**src/rtl/warp_dispatcher_pkg.sv**
```systemverilog
// Shared types for the warp dispatcher: FSM encoding and instruction width.
// The {inst, mask} entry struct is declared in warp_dispatcher, where NUM_LANES is known.
package warp_pkg;

    localparam int INST_W = 32;

    typedef enum logic [1:0] {
        IDLE  = 2'd0,
        ISSUE = 2'd1,
        GAP   = 2'd2,
        WAIT  = 2'd3
    } dispatch_state_e;

endpackage

```
**src/rtl/sync_fifo.sv**
```systemverilog
// Synchronous FIFO with extra-MSB pointers and a combinational head view.
// Pushes while full and pops while empty are ignored.
module sync_fifo #(
    parameter int WIDTH = 8,
    parameter int DEPTH = 4
) (
    input  logic                     clk,
    input  logic                     rst,
    input  logic                     push,
    input  logic                     pop,
    input  logic [WIDTH-1:0]         wdata,
    output logic [WIDTH-1:0]         head,
    output logic                     full,
    output logic                     empty,
    output logic [$clog2(DEPTH):0]   count
);

    localparam int AW = $clog2(DEPTH);

    logic [WIDTH-1:0] mem [DEPTH];
    logic [AW:0]      wptr;
    logic [AW:0]      rptr;
    logic             do_push;
    logic             do_pop;

    assign do_push = push && !full;
    assign do_pop  = pop && !empty;

    always_ff @(posedge clk) begin
        if (rst) begin
            wptr <= '0;
            rptr <= '0;
        end else begin
            if (do_push) wptr <= wptr + 1'b1;
            if (do_pop)  rptr <= rptr + 1'b1;
        end
    end

    always_ff @(posedge clk) begin
        if (do_push) mem[wptr[AW-1:0]] <= wdata;
    end

    // Same low bits with opposite wrap bits means the writer lapped the reader.
    assign full  = (wptr[AW] != rptr[AW]) && (wptr[AW-1:0] == rptr[AW-1:0]);
    assign empty = (wptr == rptr);
    assign count = wptr - rptr;
    assign head  = mem[rptr[AW-1:0]];

endmodule

```
**src/rtl/warp_dispatcher.sv**
```systemverilog
// Issue stage: queues masked warp instructions and broadcasts them one at a time,
// waiting for every enabled lane to return ready, with a sticky timeout on hung lanes.
module warp_dispatcher
    import warp_pkg::*;
#(
    parameter int NUM_LANES = 8,
    parameter int DEPTH     = 4,
    parameter int TIMEOUT   = 16
) (
    input  logic                       clk,
    input  logic                       rst,
    input  logic                       in_valid,
    output logic                       in_ready,
    input  logic [INST_W-1:0]          in_inst,
    input  logic [NUM_LANES-1:0]       in_mask,
    output logic                       lane_execute,
    output logic [NUM_LANES-1:0]       lane_enable,
    output logic [INST_W-1:0]          lane_instruction,
    input  logic [NUM_LANES-1:0]       lane_ready,
    output logic                       busy,
    output logic [$clog2(DEPTH):0]     fifo_count,
    output logic [15:0]                issued_count,
    output logic                       timeout_err
);

    typedef struct packed {
        logic [INST_W-1:0]    inst;
        logic [NUM_LANES-1:0] mask;
    } dispatch_entry_t;

    localparam int TW = $clog2(TIMEOUT + 1);

    dispatch_state_e      state, state_nxt;
    dispatch_entry_t      in_entry, head;
    logic                 full, empty;
    logic                 pop, latch, complete, tmo_hit;
    logic                 head_ok, wait_done;
    logic [NUM_LANES-1:0] cur_mask;
    logic [INST_W-1:0]    cur_inst;
    logic [TW-1:0]        tmo_cnt;

    assign in_entry = {in_inst, in_mask};

    sync_fifo #(
        .WIDTH ($bits(dispatch_entry_t)),
        .DEPTH (DEPTH)
    ) u_fifo (
        .clk   (clk),
        .rst   (rst),
        .push  (in_valid),
        .pop   (pop),
        .wdata (in_entry),
        .head  (head),
        .full  (full),
        .empty (empty),
        .count (fifo_count)
    );

    assign head_ok   = !empty && (head.mask != '0) && ((lane_ready & head.mask) == head.mask);
    assign wait_done = ((lane_ready & cur_mask) == cur_mask);

    always_comb begin
        state_nxt = state;
        pop       = 1'b0;
        latch     = 1'b0;
        complete  = 1'b0;
        tmo_hit   = 1'b0;
        case (state)
            IDLE: begin
                // Zero-mask entries are dropped here without ever reaching the lanes.
                if (!empty && head.mask == '0) begin
                    pop = 1'b1;
                end else if (head_ok) begin
                    pop       = 1'b1;
                    latch     = 1'b1;
                    state_nxt = ISSUE;
                end
            end
            ISSUE: state_nxt = GAP;
            GAP:   state_nxt = WAIT;
            WAIT: begin
                if (wait_done) begin
                    complete = 1'b1;
                    if (head_ok) begin
                        pop       = 1'b1;
                        latch     = 1'b1;
                        state_nxt = ISSUE;
                    end else begin
                        state_nxt = IDLE;
                    end
                end else if (tmo_cnt == TW'(TIMEOUT - 1)) begin
                    tmo_hit   = 1'b1;
                    state_nxt = IDLE;
                end
            end
            default: state_nxt = IDLE;
        endcase
    end

    always_ff @(posedge clk) begin
        if (rst) begin
            state        <= IDLE;
            cur_inst     <= '0;
            cur_mask     <= '0;
            tmo_cnt      <= '0;
            issued_count <= '0;
            timeout_err  <= 1'b0;
        end else begin
            state <= state_nxt;
            if (latch) begin
                cur_inst <= head.inst;
                cur_mask <= head.mask;
            end
            if (state == GAP)       tmo_cnt <= '0;
            else if (state == WAIT) tmo_cnt <= tmo_cnt + 1'b1;
            if (complete) issued_count <= issued_count + 16'd1;
            if (tmo_hit)  timeout_err  <= 1'b1;
        end
    end

    assign in_ready         = !full;
    assign lane_execute     = (state == ISSUE);
    assign lane_enable      = (state == IDLE) ? '0 : cur_mask;
    assign lane_instruction = cur_inst;
    assign busy             = !empty || (state != IDLE);

endmodule

```
**config.mk**
```make
export PLATFORM = sky130hd
export DESIGN_NAME = warp_dispatcher
export DESIGN_NICKNAME = d
export VERILOG_FILES = /design/src/rtl/warp_dispatcher_pkg.sv /design/src/rtl/sync_fifo.sv /design/src/rtl/warp_dispatcher.sv
export SDC_FILE = /design/constraint.sdc
export NUM_CORES = 1
export LEC_CHECK = 0
export ABC_CLOCK_PERIOD_IN_PS = 4100
export CORE_ASPECT_RATIO = 0.5
export CORE_UTILIZATION = 56
export DETAILED_ROUTE_END_ITERATION = 16
export GPL_TIMING_DRIVEN = 0
export MAX_ROUTING_LAYER = met4
export PLACE_DENSITY = 0.82
export SLEW_MARGIN = 20
export SYNTH_ARGS = -nofsm -noshare
export SYNTH_HDL_FRONTEND = slang
export SYNTH_HIERARCHICAL = 1
export SYNTH_SLANG_ARGS = --single-unit
```
**constraint.sdc**
```tcl
create_clock -name clk -period 4.1 [get_ports clk]
set_input_delay 0.82 -clock clk [delete_from_list [all_inputs] [get_ports clk]]
set_output_delay 0.82 -clock clk [all_outputs]
set_load 0.01 [all_outputs]
```
==> impl_metrics.toml <==
[global_route]
grt.met1_usage_pct = 29.83
track_usage_pct = 22.86
met2_usage_pct = 38.48
grt_max_degree = 41
grt_pass1_vias = 5698
grt_first_pass_wirelength_um = 29980
antenna_found_initial = 0
grt_use_met3_pct = 3.493
top_usage_layer = "met2"
grt.overflow.total = 0

[power]
cellPowerDensity_nw_per_um2 = 524.3
leakage_nw = 3.770
switching_share_pct = 27.01
pwr-share-seq_pct = 48.2
p_comb_share_pct = 22.8
p_switching_w = 0.001662
vdd_drop_max_mv = 0.3011
power.share.clock_pct = 29.0
p_int_w = 0.004491

[cts]
htree_levels = 1
cts_hold_buf = 0
ctsLongestPathBuffers = 3
root_buffer = "clkbuf_16"
insertion_delay_ns = 0.49
cts.clk_slew.worst_paths_ns = 0.06
cts_tree = "built"
cts_buffers = 21
clkSinkCount = 232

[floorplan]
die_width_um = 187.5
die_area_um2 = 17760
coreArea_um2 = 16600
row_count = 33
io_pins = 114
floorplan.initialDensity_pct = 58.02
chipHeight_um = 94.73

[synth]
synth_compound_area_share_pct = 4.170
synth_area_leaders = "edfxtp_1 (50%), dfxtp_1 (15%), mux4_2 (9.4%)"
synthAdderAreaFrac_pct = 2.027
muxShareOfSynthArea_pct = 13.72
ys_seq_area_share_pct = 64.86
synth_edf_count = 160
syn_area_um2 = 9630
yosysWarningCount = 6
synth_flop_cell = "edfxtp_1"
synthCells = 617
avgSynthCellArea_um2 = 15.61
syn_nets = 683
yosys.area.top_type = "edfxtp_1"
synth_xor_area_share_pct = 1.078
synth_cell_type_count = 51
synthArstFlopShare_pct = 0
ys_ff_latch = 232
synthSimpleGateAreaFrac_pct = 11.48
ys_top_cells_by_count = "edfxtp_1 (160), nand2b_1 (83), dfxtp_1 (72), mux2i_1 (42), mux4_2 (40)"
synth.most_common_cell = "edfxtp_1"
synth_top_area_share_pct = 49.89
synth_top_family_by_area = "multiplexers"

[routing]
wl_um = 19400
ant_nets = 0
via_per_inst = 5.699
drc_errors = 0
wl_per_cell_um = 19.41
drt_iter0_markers = 419
firstDrtPassIters = 4
num_vias = 5693

[placement]
gp_congestion = 0.8212
place_area_um2 = 11110
dp_hpwl_um = 12870
port-buffer-count = 113

[outcome]
status = "finished clean"

[timing]
max_freq_mhz = 258.2
max-slew-margin-rel_pct = 54.67
slew_viol_final = 0
tightest_slew_ns = 0.6800
period_minus_slack_ns = 3.873
finClkSkew_ns = 0.006883
rsz0062_at_grt = "false"
fin_crit_sh_pct = 94.45
setup_viol = 0
hold_viol_final = 0
hold-worst-slack_ns = 0.4734

[run]
maxCapViolations = 0

[layout]
fin_area_um2 = 11740
nNetsFinal = 823
area_growth_pct = 21.85
antenna_cells = 0
drive_above_1_share_pct = 12.44

[critical_path]
worstPathMaxFanout = 10
endpoint_kind = "flop"
arrival_ns = 4.22
worstSetupPathType = "reg2reg"
cp.required_ns = 4.44
startpoint_type = "flop"

[worst_hold_path]
worstHoldPathType = "reg2reg"
[registers in the layout, indices dropped and copies added, names as in the netlist, named ones only]
register and count:
cur_mask 8, issued_count 16, lane_instruction 32, state 2
timeout_err 1, tmo_cnt 5, u_fifo/mem 160, u_fifo/rptr 3
u_fifo/wptr 3
[metrics by stage]
stage	power [W]	util [%]	setup slack, ns	std cells	setup TNS [ns]
finish	0.006152	70.70	0.2274	999	0
global route	0.006400	70.70	0.03994	999	0
CTS	0.006192	70.65	0.1679	999	0
detailed placement	0.004420	66.95	-0.3542	960	-0.7280
global placement	0.004349	66.55	-0.4263	957	-0.8451
floorplan	0.003912	-	0.7059	617	0
[layout make-up]
class	count	area, um2
inverter	16	60.06
fill	1112	4863
multi-input combinational	337	3142
sequential	232	6246
clock inverter	10	56.30
timing repair buffer	117	1199
clock buffer	28	551.8
tap	227	284.0
buffer	32	196.4
[placed cells by master (no fill, tap or decap), types with 15 or more instances in the layout]
| master | count |
|---|---|
| mux2i_1 | 42 |
| clkbuf_16 | 21 |
| edfxtp_1 | 160 |
| clkbuf_1 | 28 |
| inv_1 | 16 |
| nor2b_1 | 15 |
| clkdlybuf4s50_1 | 113 |
| nand2b_1 | 83 |
| mux4_2 | 40 |
| dfxtp_1 | 72 |
[critical path: stages (launching register included)]
cell	delay, ns
dfxtp_1	0.40
clkbuf_1	0.55
mux4_2	0.45
nor2b_1	0.15
a2111oi_0	0.41
nand4_1	0.33
a211oi_4	0.33
buf_8	0.20
o21bai_1	0.23
nand2b_1	0.17
o32a_1	0.34
o311ai_2	0.15
[power by group through the flow]
stage	registers, W	clock network, W	logic [W]
3_3_place_gp	0.00301	0	0.00134
5_1_grt	0.00299	0.00190	0.00151
6_report	0.00297	0.00178	0.00140
2_1_floorplan	0.00300	0	0.000908
3_5_place_dp	0.00302	0	0.00140
4_1_cts	0.00297	0.00181	0.00141
[final timing paths]
kind                       start             endpoint  slack (ns)  cells past startpoint
max reg2reg                 flop                 flop        0.23                     11
min          lane_instruction[4]  lane_instruction[4]        0.47                      2
min reg2reg  lane_instruction[4]  lane_instruction[4]        0.47                      2
max                         flop                 flop        0.23                     11
[routing by layer]
metal / wire (um) / vias up
li1: - / 2620
met1: 8585 / 2881
met2: 9520 / 163
met3: 984 / 29
met4: 304 / 0
met5: 0 / -
[repair_timing]
action,4_1_cts,5_1_grt
pin swaps,1,0
gates resized for setup,1,1
endpoints found under the setup margin,3,1
endpoints found under the hold margin,0,0
setup buffers,1,0
[logic make-up after synthesis]
| kind of cell | after synthesis |
|---|---|
| AOI/OAI and AO/OA | 49 |
| xor gates and xnor gates | 11 |
| adders and majority gates | 15 |
| buffers and inverters | 48 |
| DFF | 232 |
| muxes | 82 |
| and+or+nand+nor | 180 |
Note: power is estimated with default switching activity, not from simulation.
